[src/rtl/capture_pkg.sv]
// Shared types and sizing helpers for the capture sequencer.
package capture_pkg;

    localparam int CAP_ADDR_W = 9;

    typedef enum logic [2:0] {
        ST_IDLE,
        ST_PRE,
        ST_ARMED,
        ST_POST,
        ST_DONE
    } cap_state_t;

    function automatic int cap_depth(input int addr_w);
        return 1 << addr_w;
    endfunction

endpackage

[src/rtl/capture_ctrl.sv]
// Capture sequencer: circular RAM write addressing with a programmable pre/post-trigger split.
// Optional timeout trigger while armed is built when CAPTURE_AUTO_TRIG_EN is defined.
module capture_ctrl
    import capture_pkg::*;
#(
    parameter int ADDR_W          = CAP_ADDR_W,
    parameter int AUTO_TRIG_SMPLS = 4096
) (
    input  logic              clk,
    input  logic              rst,
    input  logic              run,
    input  logic              clr_done,
    input  logic              wrt_smpl,
    input  logic              triggered,
    input  logic [ADDR_W-1:0] trig_pos,
    output logic              we,
    output logic [ADDR_W-1:0] waddr,
    output logic              armed,
    output logic              busy,
    output logic              capture_done,
    output logic [ADDR_W-1:0] trig_addr,
    output logic [ADDR_W-1:0] rd_start,
    output logic              auto_trig
);

    localparam int              DEPTH   = cap_depth(ADDR_W);
    localparam logic [ADDR_W:0] DEPTH_V = (ADDR_W + 1)'(DEPTH);
    localparam logic [ADDR_W:0] ONE_V   = (ADDR_W + 1)'(1);

    if (AUTO_TRIG_SMPLS < 1) begin : g_param_chk
        $error("AUTO_TRIG_SMPLS must be at least 1");
    end

    cap_state_t        state_q, state_d;
    logic [ADDR_W-1:0] waddr_q, waddr_d;
    logic [ADDR_W-1:0] tpos_q, tpos_d;
    logic [ADDR_W-1:0] pre_cnt_q, pre_cnt_d;
    logic [ADDR_W:0]   post_cnt_q, post_cnt_d;
    logic [ADDR_W-1:0] trig_addr_q, trig_addr_d;
    logic [ADDR_W-1:0] rd_start_q, rd_start_d;
    logic              armed_q, armed_d;
    logic              busy_q, busy_d;
    logic              done_q, done_d;
    logic              take;
    logic [ADDR_W:0]   post_left;

`ifdef CAPTURE_AUTO_TRIG_EN
    localparam int            AT_W    = $clog2(AUTO_TRIG_SMPLS + 1);
    localparam logic [AT_W-1:0] AT_LAST = AT_W'(AUTO_TRIG_SMPLS - 1);
    logic [AT_W-1:0] atmr_q, atmr_d;
    logic            auto_q, auto_d;
`endif

    always_comb begin
        state_d     = state_q;
        waddr_d     = waddr_q;
        tpos_d      = tpos_q;
        pre_cnt_d   = pre_cnt_q;
        post_cnt_d  = post_cnt_q;
        trig_addr_d = trig_addr_q;
        rd_start_d  = rd_start_q;
        done_d      = done_q;
        take        = 1'b0;
        post_left   = '0;
`ifdef CAPTURE_AUTO_TRIG_EN
        atmr_d      = atmr_q;
        auto_d      = auto_q;
`endif
        case (state_q)
            ST_IDLE, ST_DONE: begin
                if (run) begin
                    tpos_d    = trig_pos;
                    pre_cnt_d = '0;
                    done_d    = 1'b0;
`ifdef CAPTURE_AUTO_TRIG_EN
                    atmr_d    = '0;
                    auto_d    = 1'b0;
`endif
                    state_d   = (trig_pos == '0) ? ST_ARMED : ST_PRE;
                end else if (state_q == ST_DONE && clr_done) begin
                    done_d  = 1'b0;
                    state_d = ST_IDLE;
                end
            end
            ST_PRE: begin
                if (wrt_smpl) begin
                    waddr_d   = waddr_q + 1'b1;
                    pre_cnt_d = pre_cnt_q + 1'b1;
                    if (pre_cnt_d == tpos_q) state_d = ST_ARMED;
                end
            end
            ST_ARMED: begin
                take = triggered;
`ifdef CAPTURE_AUTO_TRIG_EN
                if (wrt_smpl) begin
                    atmr_d = atmr_q + 1'b1;
                    if (!triggered && atmr_q == AT_LAST) begin
                        take   = 1'b1;
                        auto_d = 1'b1;
                    end
                end
`endif
                if (wrt_smpl) waddr_d = waddr_q + 1'b1;
                // A write in the trigger cycle is the trigger sample and counts as the first post sample.
                if (take) begin
                    trig_addr_d = waddr_q;
                    post_left   = DEPTH_V - {1'b0, tpos_q};
                    if (wrt_smpl) post_left = post_left - ONE_V;
                    post_cnt_d  = post_left;
                    state_d     = (post_left == '0) ? ST_DONE : ST_POST;
                end
            end
            ST_POST: begin
                if (wrt_smpl) begin
                    waddr_d    = waddr_q + 1'b1;
                    post_cnt_d = post_cnt_q - ONE_V;
                    if (post_cnt_q == ONE_V) state_d = ST_DONE;
                end
            end
            default: state_d = ST_IDLE;
        endcase
        // After exactly DEPTH writes the write pointer sits on the oldest sample.
        if (state_d == ST_DONE && state_q != ST_DONE) begin
            done_d     = 1'b1;
            rd_start_d = waddr_d;
        end
        busy_d  = (state_d == ST_PRE) || (state_d == ST_ARMED) || (state_d == ST_POST);
        armed_d = (state_d == ST_ARMED);
    end

    always_ff @(posedge clk or posedge rst) begin
        if (rst) begin
            state_q     <= ST_IDLE;
            waddr_q     <= '0;
            tpos_q      <= '0;
            pre_cnt_q   <= '0;
            post_cnt_q  <= '0;
            trig_addr_q <= '0;
            rd_start_q  <= '0;
            armed_q     <= 1'b0;
            busy_q      <= 1'b0;
            done_q      <= 1'b0;
`ifdef CAPTURE_AUTO_TRIG_EN
            atmr_q      <= '0;
            auto_q      <= 1'b0;
`endif
        end else begin
            state_q     <= state_d;
            waddr_q     <= waddr_d;
            tpos_q      <= tpos_d;
            pre_cnt_q   <= pre_cnt_d;
            post_cnt_q  <= post_cnt_d;
            trig_addr_q <= trig_addr_d;
            rd_start_q  <= rd_start_d;
            armed_q     <= armed_d;
            busy_q      <= busy_d;
            done_q      <= done_d;
`ifdef CAPTURE_AUTO_TRIG_EN
            atmr_q      <= atmr_d;
            auto_q      <= auto_d;
`endif
        end
    end

    assign we           = wrt_smpl & busy_q;
    assign waddr        = waddr_q;
    assign armed        = armed_q;
    assign busy         = busy_q;
    assign capture_done = done_q;
    assign trig_addr    = trig_addr_q;
    assign rd_start     = rd_start_q;
`ifdef CAPTURE_AUTO_TRIG_EN
    assign auto_trig    = auto_q;
`else
    assign auto_trig    = 1'b0;
`endif

endmodule

[config.mk]
export PLATFORM = sky130hd
export DESIGN_NAME = capture_ctrl
export DESIGN_NICKNAME = d
export VERILOG_FILES = /design/src/rtl/capture_pkg.sv /design/src/rtl/capture_ctrl.sv
export SDC_FILE = /design/constraint.sdc
export NUM_CORES = 1
export LEC_CHECK = 0
export ABC_AREA = 1
export CORE_MARGIN = 5
export CORE_UTILIZATION = 56
export CTS_CLUSTER_DIAMETER = 150
export DETAILED_ROUTE_END_ITERATION = 8
export PLACE_DENSITY = 0.81
export SLEW_MARGIN = 20
export SYNTH_ARGS = -nofsm -noshare
export SYNTH_HDL_FRONTEND = slang
export SYNTH_SLANG_ARGS = --single-unit
export TNS_END_PERCENT = 100
[constraint.sdc]
create_clock -name clk -period 2.8 [get_ports clk]
set_input_delay 0.7 -clock clk [delete_from_list [all_inputs] [get_ports clk]]
set_output_delay 0.7 -clock clk [all_outputs]
set_load 0.02 [all_outputs]
* Word-level counts from Yosys, hierarchy flattened
Cells that the tools add are included.
** Operators by class
- Add/subtract/negate cells :: 5
- Equality and inequality tests :: 15
- Multiplexer cells :: 25
- Bitwise operators :: 1
- Reductions and logical operators :: 18
** Operator list (count)
- two-way mux 10 bit :: 5
- two-way mux 9 bit :: 4
- two-way mux 3 bit :: 8
- one-hot mux 10 bit (2 select lines) :: 1
- subtractor 10 x 1 -> 10 bit, second input constant :: 2
- adder 9 x 1 -> 9 bit, second input constant :: 2
- one-hot mux 9 bit (2 select lines) :: 1
- equality test 3 x 2 -> 1 bit, second input constant :: 4
- one-hot mux 3 bit (4 select lines) :: 1
- equality test 10 x 1 -> 1 bit, second input constant :: 1
- zero test 10 bit :: 1
- subtractor 10 x 9 -> 10 bit, first input constant :: 1
- equality test 9 bit :: 1
- zero test 9 bit :: 1
- != test 2 bit, second input constant :: 4
- equality test 3 x 1 -> 1 bit, second input constant :: 2
- equality test 3 bit, second input constant :: 2
- AND reduction 2 bit :: 3
- AND reduction 3 bit :: 2
- nonzero test 2 bit :: 3
- two-way mux 1 bit :: 4
- zero test 3 bit :: 1
- != test 3 bit, second input constant :: 1
- nonzero test 3 bit :: 1
- other kinds (6) :: 8
** Storage, ports and cells
- Flip-flop bits (word level) :: 61
- Input bits :: 15
- Output and inout port bits :: 32
- Word-level logic and storage cells :: 74

* Logic depth before layout (Yosys ltp)
Gate-level depths: netlist of run 1.
- Depth after elaboration :: 13
- Gate-level depth with buffers :: 18
- Mapped depth without buffers :: 17

* Worst setup path after synthesis of run 1
No wires, ideal clock.
- Path type :: register to register
- From :: register tpos_q[0]
- To :: register rd_start_q[6] (netlist: rd_start[6])
- Library setup time :: 0.117 ns
- Data arrival time :: 2.023 ns
- Slack :: 0.661 ns
- Cell stages (with the launch flop) :: 18
- Period minus slack after synthesis :: 2.139 ns
- Cell sequence :: dfrtp_1 > inv_2 > ha_1 > buf_2 > inv_1 > nand2_1 > nand2_1 > nor2_2 > nand2_2 > nor2_4 > nand3_1 > nand2_1 > nand3_4 > nor2_4 > nand3_4 > buf_6 > nand3_2 > nand2_1
** Between the ends
- Word-level cells in the longest chain between the ends :: 11
- Elaborated cells on any way between the ends :: 14
- Classes of those cells :: add/sub: 2; eq/ne: 2; mux: 8; reduce/logical: 2
** RTL lines
- start: declaration :: line capture_ctrl.sv:36 : logic [ADDR_W-1:0] tpos_q, tpos_d;
- start signal: assignment :: line capture_ctrl.sv:150 : tpos_q <= tpos_d;
- subtractor 10 x 9 -> 10 bit :: line capture_ctrl.sv:107 : post_left = DEPTH_V - {1'b0, tpos_q};
- subtractor 10 x 1 -> 10 bit :: line capture_ctrl.sv:108 : if (wrt_smpl) post_left = post_left - ONE_V;
- two-way mux 10 bit :: line capture_ctrl.sv:108
- two-way mux 10 bit :: line capture_ctrl.sv:105 : if (take) begin
- two-way mux 10 bit :: line capture_ctrl.sv:69 : case (state_q)
- zero test 10 bit :: line capture_ctrl.sv:110 : state_d = (post_left == '0) ? ST_DONE : ST_POST;
- two-way mux 3 bit :: line capture_ctrl.sv:110
- two-way mux 3 bit :: line capture_ctrl.sv:105
- one-hot mux 3 bit (4 select lines) * :: line capture_ctrl.sv:69
- equality test 3 bit * :: line capture_ctrl.sv:123 : if (state_d == ST_DONE && state_q != ST_DONE) begin
- logical AND 1 bit * :: line capture_ctrl.sv:123
- end signal: assignment :: line capture_ctrl.sv:154 : rd_start_q <= rd_start_d;
- end: declaration :: line capture_ctrl.sv:40 : logic [ADDR_W-1:0] rd_start_q, rd_start_d;
Mark *: on every way between the ends. The rest lies on a longest branch, timed or not. The select of a mux whose other input is x is not followed.
A chain may end at the register's enable or synchronous reset.

* Worst setup path in the final report of run 1
- From :: input port wrt_smpl
- To :: output port we
** Between the ends
- Word-level cells in the longest chain between the ends :: 1
** RTL lines
- start: declaration :: line capture_ctrl.sv:13 : input logic wrt_smpl,
- bitwise AND 1 bit :: line capture_ctrl.sv:165 : assign we = wrt_smpl & busy_q;
- end: declaration :: line capture_ctrl.sv:16 : output logic we,
No other way between the ends.

==> reports/results.tsv, run 1 <==
stage	metric	value	unit
status	outcome	finished, final reports clean	
cts	cts-root-buf	clkbuf_8	
critical_path	crit_path_max_fanout	6	
sta	period_share	91.1	%
detailed_routing	drtPass1Iterations	5	
layout	layout-drive-gt1-share	11.9	%
critical_path	slowest_stage	clkdlybuf4s50_1	
cts	cts_buffers	9	
placement	place_hpwl	6770	um
logic_synthesis	syn_nets	509	
cts	clkTransAtPathRegs	0.08	ns
cts	cts_tree	built	
grt	grt_pass1_vias	3505	
grt	grt-ovfl-total	0	
floorplanning	fp.dieW	90.5	um
logic_synthesis	synth_cells	489	
critical_path	crit_path_max_incr_delay	0.59	ns
critical_path	worst_r2r_endpoint	rd_start[0]$_DFFE_PP0P_	
logic_synthesis	avgSynthCellArea	7.43	um^2
logic_synthesis	synth.largest_area_cell	dfrtp_1	
floorplanning	coreArea	6310	um^2
cts	cts_sinks	61	
cts	postCtsHoldBufs	0	
detailed_routing	routed_wl	9150	um
hold_path	whs_path_depth	2	
floorplanning	die-area	8200	um^2
placement	pre_cts_slack	-0.0752	ns
hold_path	min_from	trig_addr[5]$_DFFE_PP0P_	
placement	io_buffers	45	
logic_synthesis	yosys.cell_types.count	35	
sta	rsz0062_at_grt	no	
detailed_routing	drc	0	
hold_path	whs_endpoint	trig_addr[5]$_DFFE_PP0P_	
logic_synthesis	synth_top_area_share	42.0	%
critical_path	worstSetupStartpointType	primary input	
sta	setup_tns	0	ns
job	maxCapViolCount	0	
placement	dp.cells	615	
critical_path	r2r_setup_slack	0.29	ns
layout	final_util	70.5	%
power	power.switching	2060	uW
sta	timing.hold.ws	0.493	ns
cts	htree_levels	3	
logic_synthesis	yosysWarnings	0	
layout	final_cells	631	
power	clockPowerShare	18.1	%
critical_path	cp_data_arrival_time	1.85	ns
critical_path	path_class	in -> out	
detailed_routing	wl_per_cell	14.5	um
cts	clockBufferDepth	2	
grt	antenna_found_initial	0	
detailed_routing	via_per_inst	5.56	
layout	syn2layout_area_growth	22.5	%
power	vdd_drop_max	595	uV
placement	gp_congestion	0.864	
sta	hold_viol	0	
critical_path	r2r-start	tpos_q[0]$_DFFE_PP0P_	
sta	drv_slew	0	
grt	grt_max_degree	26	
layout	nNetsFinal	569	
critical_path	cp.required	2.10	ns
grt	globalRouteTotalUtil	23.1	%
detailed_routing	antenna_left	0	
power	combinationalPowerShare	48.2	%
power	power_per_cell_area	1000	nW/um^2
power	pwr-share-seq	33.7	%
floorplanning	ioPinCount	47	
hold_path	hold_path_class	reg -> reg	
critical_path	path_cells	dlygate4sd2_1 > nand2_1 > inv_1 > clkdlybuf4s50_1	
logic_synthesis	ys_seq_elements	61	
detailed_routing	num_vias	3510	
grt	grt_pass1_wl	15800	um
logic_synthesis	yosys-top-cells-area	dfrtp_1 42%, nand2_1 15%, nand3_1 5.8%	
power	power_leakage	0.00216	uW
power	internal_power	2400	uW
critical_path	reg2regPathDepth	16	
sta	layout_setup_ws	0.248	ns
cts	clk_latency	0.35	ns
logic_synthesis	yosysSeqAreaShare	42.0	%
floorplanning	start_util	57.5	%
detailed_routing	drt-initial-drc-count	245	
sta	fin_skew	0.00737	ns
critical_path	path_buf_inv	3	
power	switching_share	46.2	%
layout	diodes	0	
critical_path	path_delay_family	buffers and inverters	
logic_synthesis	netlist_area	3630	um^2
critical_path	critPathCaptureType	primary output	
sta	max_freq	392	MHz
floorplanning	die_h	90.5	um
sta	period_minus_slack	2.55	ns
floorplanning	row_count	29	
sta	finalSetupViolCount	0	
==> layer usage <==
layer  wire length [um]  global-route usage (%)
met1               4050                    29.8
met5                  0                       0
met4                172                    7.69
met2               4470                    38.6
met3                460                    4.75
==> repair_timing <==
action                     CTS  global route
setup buffers                0             0
resized for setup            1             1
gates cloned                 0             0
setup endpoints to repair    1             9
==> worst min-delay path, stage by stage, from the launching register on <==
cell and delay [ns]:
dfrtp_1 0.35, nand2_1 0.05, o21ai_0 0.06
==> power by group through the flow <==
stage	Combinational [uW]	Sequential, uW	Clock, uW
floorplan	1300	1580	0
global placement	2050	1490	0
detailed placement	2110	1510	0
CTS	2140	1500	813
global route	2400	1550	859
finish	2150	1500	807
==> cells by family (layout without fill, tap and decap cells) <==
family / count (synthesis) / in the layout / synth area share (%)
simple gates: 273 / 273 / 35.2
buf+inv: 69 / 134 / 7.54
compound gates: 65 / 65 / 9.78
flops: 61 / 61 / 42.0
xor+xnor: 15 / 15 / 3.62
fa+ha+maj: 5 / 5 / 1.72
other cells: 1 / 1 / 0.103
==> metrics by stage <==
| step | power [uW] | area (um^2) |
|---|---|---|
| 2_1_floorplan | 2870 | 3630 |
| 3_3_place_gp | 3540 | 4250 |
| 3_5_place_dp | 3610 | 4250 |
| 4_1_cts | 4450 | 4450 |
| 5_1_grt | 4800 | 4450 |
| 6_report | 4460 | 4450 |
==> cells in the final DEF, fill, tap and decap left out, types with 2 or more instances in the layout <==
cell type,Yosys,final
nand2_1,147,147
dfrtp_1,61,61
inv_1,50,49
clkdlybuf4s50_1,0,44
nand3_1,42,42
o21ai_0,40,40
nor2_1,34,34
buf_4,1,15
nand4_1,14,14
xor2_1,14,14
nand3_2,10,10
a21oi_1,9,9
clkbuf_8,0,9
nor3_1,7,7
o22ai_1,6,6
inv_2,5,6
nor2_2,5,5
nand2_2,5,5
nor2_4,4,4
ha_1,5,4
clkinv_1,2,2
o21ai_1,2,2
nand3_4,2,2
nor4_1,2,2
a31oi_1,2,2
clkinv_2,0,2
clkinv_4,0,2
==> cell type report <==
| cell class | instances | area (um^2) |
|---|---|---|
| Clock inverter | 7 | 73.8 |
| Multi-Input combinational cell | 359 | 1830 |
| Fill cell | 510 | 1860 |
| Timing Repair Buffer | 61 | 582 |
| Sequential cell | 61 | 1530 |
| Inverter | 57 | 214 |
| Clock buffer | 9 | 124 |
| Tap cell | 77 | 96.3 |
==> how the worst max path moves through the flow <==
stage / startpoint / to / slack [ns] / cells past startpoint
after floorplan: rst / armed$_DFF_PP0_ / 0.59 / 1
after CTS: tpos_q[0]$_DFFE_PP0P_ / rd_start[0]$_DFFE_PP0P_ / 0.18 / 16
after global routing: tpos_q[0]$_DFFE_PP0P_ / rd_start[5]$_DFFE_PP0P_ / 0.007 / 16
after detailed placement: wrt_smpl / rd_start[0]$_DFFE_PP0P_ / -0.08 / 13
after global placement: wrt_smpl / rd_start[8]$_DFFE_PP0P_ / 0.01 / 13
final: wrt_smpl / we / 0.25 / 4
==> synth_stat cells <==
master    count
nand2_1     147
dfrtp_1      61
inv_1        50
nand3_1      42
o21ai_0      40
nor2_1       34
nand4_1      14
xor2_1       14
nand3_2      10
a21oi_1       9
clkbuf_1      7
nor3_1        7
o22ai_1       6
ha_1          5
inv_2         5
nand2_2       5
nor2_2        5
nor2_4        4
buf_2         3
a31oi_1       2
clkinv_1      2
nand3_4       2
nor4_1        2
o21ai_1       2
a22oi_1       1
a32o_1        1
buf_4         1
buf_6         1
conb_1        1
nand2_4       1
o211ai_1      1
o21bai_1      1
o221ai_1      1
o311ai_0      1
xnor2_1       1
==> registers in the layout, indices dropped and copies added, names as in the netlist <==
signal and cells:
rd_start 9, pre_cnt_q 9, trig_addr 9, capture_done 1, state_q 3, tpos_q 9
busy 1, post_cnt_q 10, waddr 9, armed 1
(Power assumes the default switching activity.)
==> inputs of run 2 (changes only) <==
Settings changed: CORE_UTILIZATION 56 to 57, CTS_BUF_LIST set to sky130_fd_sc_hd__clkbuf_4 sky130_fd_sc_hd__clkbuf_8, PLACE_DENSITY 0.81 to 0.82.
==> run 2 against run 1 <==
  * Highest routed layer unchanged
  * Flip-flop and latch count unchanged
  * Die area down 1.6%
  * Combinational power about the same
  * Via count down 1.8%
  * Total power up 0.12%
  * Critical endpoint unchanged
  * First-iteration DRC count down 12%
  * Worst hold slack worse by 0.0081 ns
  * Non-clock buffer count up 1
  * Sequential power about the same
  * Routed wire length down 3.4%
  * Global-route usage about the same
==> reports/results.tsv, run 2 (synthesized netlist as in run 1, its figures left out) <==
stage	metric	value	unit	change
critical_path	path_class	in -> out		
layout	nNetsFinal	570		+0.18%
critical_path	worstSetupStartpointType	primary input		
hold_path	hold_path_class	reg -> reg		
sta	drv_slew	0		unchanged
floorplanning	die-area	8070	um^2	-1.6%
layout	largest_register_ffs	10		unchanged
grt	grt-ovfl-total	0		unchanged
critical_path	critPathCaptureType	primary output		
job	maxCapViolCount	0		unchanged
hold_path	min_from	trig_addr[0]$_DFFE_PP0P_		
critical_path	cp.required	2.10	ns	about the same
floorplanning	die_h	89.8	um	-0.78%
critical_path	reg2regPathDepth	15		-1
power	power_per_cell_area	998	nW/um^2	-0.33%
floorplanning	row_count	29		unchanged
floorplanning	ioPinCount	47		unchanged
sta	period_share	91.0	%	-0.14 points
hold_path	whs_path_depth	2		unchanged
critical_path	r2r-start	tpos_q[0]$_DFFE_PP0P_		
cts	cts_tree	built		
cts	htree_levels	3		unchanged
detailed_routing	via_per_inst	5.45		-2.0%
layout	final_common_cell	nand2_1		
sta	period_minus_slack	2.55	ns	-0.00381 ns
critical_path	cp_data_arrival_time	1.85	ns	about the same
placement	placed_area	4260	um^2	+0.18%
critical_path	worst_r2r_endpoint	rd_start[4]$_DFFE_PP0P_		
layout	diodes	0		unchanged
sta	rsz0062_at_grt	no		
floorplanning	coreArea	6280	um^2	-0.57%
sta	fin_skew	0.00550	ns	-0.00187 ns
detailed_routing	antenna_left	0		unchanged
grt	grt_max_degree	26		unchanged
critical_path	crit_path_max_fanout	6		unchanged
layout	final_cell_mix	147 x nand2_1, 61 x dfrtp_1, 49 x inv_1, 44 x clkdlybuf4s50_1, 42 x nand3_1		
placement	io_buffers	45		unchanged
placement	gp_congestion	0.851		-1.6%
power	power_leakage	0.00218	uW	+0.67%
placement	place_hpwl	6620	um	-2.3%
critical_path	startpoint	wrt_smpl		
cts	cts_buffers	9		unchanged
detailed_routing	drtPass1Iterations	5		unchanged
detailed_routing	drt-initial-drc-count	216		-12%
critical_path	r2r_setup_slack	0.33	ns	+0.04 ns
grt	grt_pass1_wl	15800	um	unchanged
cts	cts_sinks	61		unchanged
layout	fin_area	4470	um^2	+0.45%
grt	globalRouteTotalUtil	23.1	%	about the same
detailed_routing	wl_per_cell	14.0	um	-3.6%
detailed_routing	drc	0		unchanged
floorplanning	start_util	57.9	%	+0.33 points
layout	syn2layout_area_growth	23.1	%	
detailed_routing	routed_wl	8840	um	-3.4%
sta	finalSetupViolCount	0		unchanged
grt	antenna_found_initial	0		unchanged
power	vdd_drop_max	812	uV	+37%
power	p_total	4460	uW	+0.12%
grt	grt_pass1_vias	3455		-1.4%
layout	multi_input_area	1830	um^2	unchanged
floorplanning	fp.dieW	89.8	um	-0.78%
cts	clk_latency	0.34	ns	about the same
cts	clkTransAtPathRegs	0.06	ns	-0.02 ns
status	outcome	finished, final reports clean		
sta	hold_viol	0		unchanged
cts	cts-root-buf	clkbuf_8		
cts	post-cts-setup-buffer-count	0		unchanged
layout	layout-drive-gt1-share	12.1	%	+0.16 points
hold_path	whs_endpoint	trig_addr[0]$_DFFE_PP0P_		
layout	ff_latch_area	1530	um^2	unchanged
sta	max_freq	392	MHz	+0.15%
cts	clockBufferDepth	2		unchanged
layout	top_register	post_cnt_q		
layout	fillers	487		-4.5%
detailed_routing	num_vias	3447		-1.8%
-- run 2: cell types whose count changed in the layout (fill, tap and decap cells not counted), sizes merged --
cell	previous run	this run
clkbuf	9	13
clkinv	6	4
buf	16	17
inv	56	55
clkinvlp	1	0
-- run 2: routing by layer --
| metal | part of all wire, % | global-route usage [%] | routed length, um | up-vias |
|---|---|---|---|---|
| met5 | 0 | 0 | 0 | - |
| met4 | 1.7 | 7.30 | 148 | 0 |
| met3 | 5.3 | 5.59 | 472 | 15 |
| li1 | - | - | - | 1717 |
| met1 | 45 | 31.0 | 3990 | 1618 |
| met2 | 48 | 36.8 | 4230 | 97 |
-- run 2: worst max-delay path, stage by stage --
cell and delay [ns]:
dlygate4sd2_1 0.38, nand2_1 0.10, inv_1 0.06, clkdlybuf4s50_1 0.60
-- run 2: where the power goes --
part           leakage [uW]  total, uW  switching [uW]  internal, uW
sequential         0.000771       1500             324          1180
clock              0.000110        816             336           480
combinational       0.00130       2150            1330           816
-- run 2: layout make-up --
cell class                 count  share of cell area (%)
multi-input combinational    359                    41.0
sequential                    61                    34.1
timing repair buffer          62                    13.2
inverter                      57                    4.79
clock buffer                  13                    3.72
tap                           77                    2.16
clock inverter                 3                   0.980
-- run 2: stage by stage --
step / util, % / instances / setup TNS (ns) / hold slack [ns] / worst slack [ns]
2_1_floorplan: - / 489 / 0 / 0.474 / 0.587
3_3_place_gp: 67.8 / 616 / -0.318 / 0.466 / -0.0388
3_5_place_dp: 67.8 / 616 / -0.801 / 0.473 / -0.0969
4_1_cts: 71.2 / 632 / 0 / 0.492 / 0.262
5_1_grt: 71.2 / 632 / 0 / 0.533 / 0.0870
6_report: 71.2 / 632 / 0 / 0.485 / 0.252
-- run 2: worst max path at each step --
stage | endpoint | slack, ns | cells after the start
6_report | we | 0.25 | 4
3_5_place_dp | rd_start[1]$_DFFE_PP0P_ | -0.1 | 15
2_1_floorplan | armed$_DFF_PP0_ | 0.59 | 1
4_1_cts | rd_start[4]$_DFFE_PP0P_ | 0.26 | 16
5_1_grt | rd_start[5]$_DFFE_PP0P_ | 0.09 | 15
3_3_place_gp | rd_start[7]$_DFFE_PP0P_ | -0.04 | 15
-- run 2: what timing repair did --
item | 4_1_cts | 5_1_grt
resized for setup | 1 | 1
setup endpoints to repair | 1 | 1
hold buffers | 0 | 0
==> inputs of run 3 (changes only) <==
Settings changed: CORE_UTILIZATION 57 to 60, PLACE_DENSITY 0.82 to 0.86.
Clock period 2.8 ns to 3.3 ns, I/O delays scaled along.
==> run 3 against run 2 <==
  * Non-clock buffer count decreased by 11
  * Register-to-register slack improved by 0.37 ns
  * Clock skew increased by 0.0082 ns
==> reports/results.tsv, run 3 (synthesized netlist as in run 1, its figures left out) <==
stage	metric	value	unit	change
status	outcome	finished, final reports clean		
sta	worstMarginPinSlew	0.627	ns	
placement	io_buffers	45		unchanged
hold_path	whs_path_depth	2		unchanged
sta	rsz0062_at_grt	no		
sta	finalSetupViolCount	0		unchanged
power	vdd_drop_max	540	uV	-34%
floorplanning	start_util	61.3	%	+3.5 points
cts	clkTransAtPathRegs	0.07	ns	about the same
layout	final_util	74.3	%	+3.0 points
detailed_routing	antenna_left	0		unchanged
floorplanning	die-area	7710	um^2	-4.4%
detailed_routing	drc	0		unchanged
sta	drv_slew	0		unchanged
critical_path	reg2regPathDepth	16		+1
cts	cts_sinks	61		unchanged
cts	post-cts-setup-buffer-count	0		unchanged
sta	fin_skew	0.0137	ns	+0.00822 ns
detailed_routing	via_per_inst	5.55		+1.8%
detailed_routing	drtPass1Iterations	5		unchanged
detailed_routing	wl_per_cell	14.6	um	+4.6%
floorplanning	fp.dieW	87.8	um	-2.2%
sta	period_share	95.0	%	
job	maxCapViolCount	0		unchanged
layout	final_common_cell	nand2_1		
layout	fillers	431		-11%
cts	cts.repair.resized	0		-1
sta	period_minus_slack	3.14	ns	
layout	nNetsFinal	559		-1.9%
critical_path	path_class	in -> out		
critical_path	worstSetupStartpointType	primary input		
cts	clk_latency	0.35	ns	about the same
sta	max_freq	319	MHz	
placement	placed_area	4170	um^2	-2.0%
power	power_per_cell_area	866	nW/um^2	-13%
placement	gp_congestion	0.837		-1.6%
placement	place_hpwl	6670	um	+0.76%
critical_path	critPathCaptureType	primary output		
cts	cts_tree	built		
detailed_routing	routed_wl	9060	um	+2.5%
grt	grt_pass1_wl	15500	um	-1.4%
layout	fin_area	4400	um^2	-1.7%
sta	slew_headroom	58.1	%	
layout	final_cell_mix	147 x nand2_1, 61 x dfrtp_1, 49 x inv_1, 45 x clkdlybuf4s50_1, 42 x nand3_1		
floorplanning	die_h	87.8	um	-2.2%
layout	largest_register_ffs	10		unchanged
cts	cts-root-buf	clkbuf_8		
floorplanning	ioPinCount	47		unchanged
cts	postCtsHoldBufs	0		unchanged
critical_path	cp_data_arrival_time	2.31	ns	+0.46 ns
layout	top_register	post_cnt_q		
detailed_routing	num_vias	3436		-0.32%
layout	syn2layout_area_growth	21.0	%	
grt	grt-ovfl-total	0		unchanged
sta	setup_tns	0	ns	unchanged
grt	grt_max_degree	41		+58%
critical_path	cp.required	2.47	ns	+0.37 ns
cts	cts_buffers	9		unchanged
hold_path	hold_path_class	reg -> reg		
grt	antenna_found_initial	0		unchanged
sta	hold_viol	0		unchanged
layout	final_cells	619		-2.1%
power	power_leakage	0.00213	uW	-2.4%
cts	htree_levels	3		unchanged
critical_path	crit_path_max_fanout	8		+2
detailed_routing	drt-initial-drc-count	282		+31%
floorplanning	row_count	28		-3.4%
layout	layout-drive-gt1-share	10.1	%	-2.0 points
layout	diodes	0		unchanged
grt	globalRouteTotalUtil	25.9	%	+2.8 points
grt	grt_pass1_vias	3404		-1.5%
cts	clockBufferDepth	2		unchanged
placement	dp.cells	603		-2.1%
floorplanning	coreArea	5920	um^2	-5.7%
-- run 3: changes by cell type in the layout (fill, tap and decap cells not counted) --
cell / previous run / this run
clkdlybuf4s50_1: 44 / 45
ha_1: 4 / 5
dlygate4sd2_1: 1 / 0
clkbuf_8: 11 / 9
clkinv_4: 1 / 2
ha_2: 1 / 0
bufinv_16: 1 / 2
buf_4: 16 / 5
inv_6: 0 / 1
clkinvlp_4: 0 / 1
clkbuf_4: 2 / 0
-- run 3: stage by stage --
stage	setup WS, ns	hold WS (ns)	total power (uW)
after floorplan	0.962	0.474	2440
after global routing	0.109	0.537	4120
after detailed placement	0.195	0.471	3020
final	0.165	0.498	3810
after CTS	0.174	0.494	3790
after global placement	0.235	0.467	2960
-- run 3: routing by layer --
metal	wire length (um)	vias up	GRT usage, %	part of all wire (%)
met5	0	-	0	0
met2	4220	130	40.5	47
met1	4050	1586	35.1	45
met3	587	18	4.52	6.5
met4	198	0	12.0	2.2
li1	-	1702	-	-
-- run 3: worst max-delay path, cell delays in order --
cell and delay [ns]:
clkdlybuf4s50_1 0.67, nand2_1 0.09, inv_1 0.08, clkdlybuf4s50_1 0.64
-- run 3: cell type report --
type                    instances  area (um^2)  area share (%)
multi-input cells             359         1830            41.7
inverters                      57          214            4.87
clock buffers                   9          124            2.82
repair buffers                 51          508            11.6
clock inverters                 7         98.8            2.25
well taps                      75         93.8            2.13
flip-flops and latches         61         1530            34.7
-- run 3: where the power goes --
| part | total (uW) | switching, uW | leakage, uW | internal [uW] |
|---|---|---|---|---|
| Clock | 751 | 322 | 0.000110 | 429 |
| Combinational | 1780 | 1150 | 0.00125 | 637 |
| Sequential | 1270 | 275 | 0.000771 | 997 |
-- run 3: path summary, 6_finish.rpt --
path                                          startpoint                   endpoint  slack, ns
worst min-delay path            trig_addr[6]$_DFFE_PP0P_   trig_addr[6]$_DFFE_PP0P_       0.50
worst min register to register  trig_addr[6]$_DFFE_PP0P_   trig_addr[6]$_DFFE_PP0P_       0.50
worst max register to register     tpos_q[0]$_DFFE_PP0P_    rd_start[7]$_DFFE_PP0P_       0.70
min in group asynchronous                            rst       state_q[2]$_DFF_PP0_       0.82
worst max-delay path                            wrt_smpl                         we       0.16
max in group asynchronous                            rst  post_cnt_q[1]$_DFFE_PP0P_       1.90
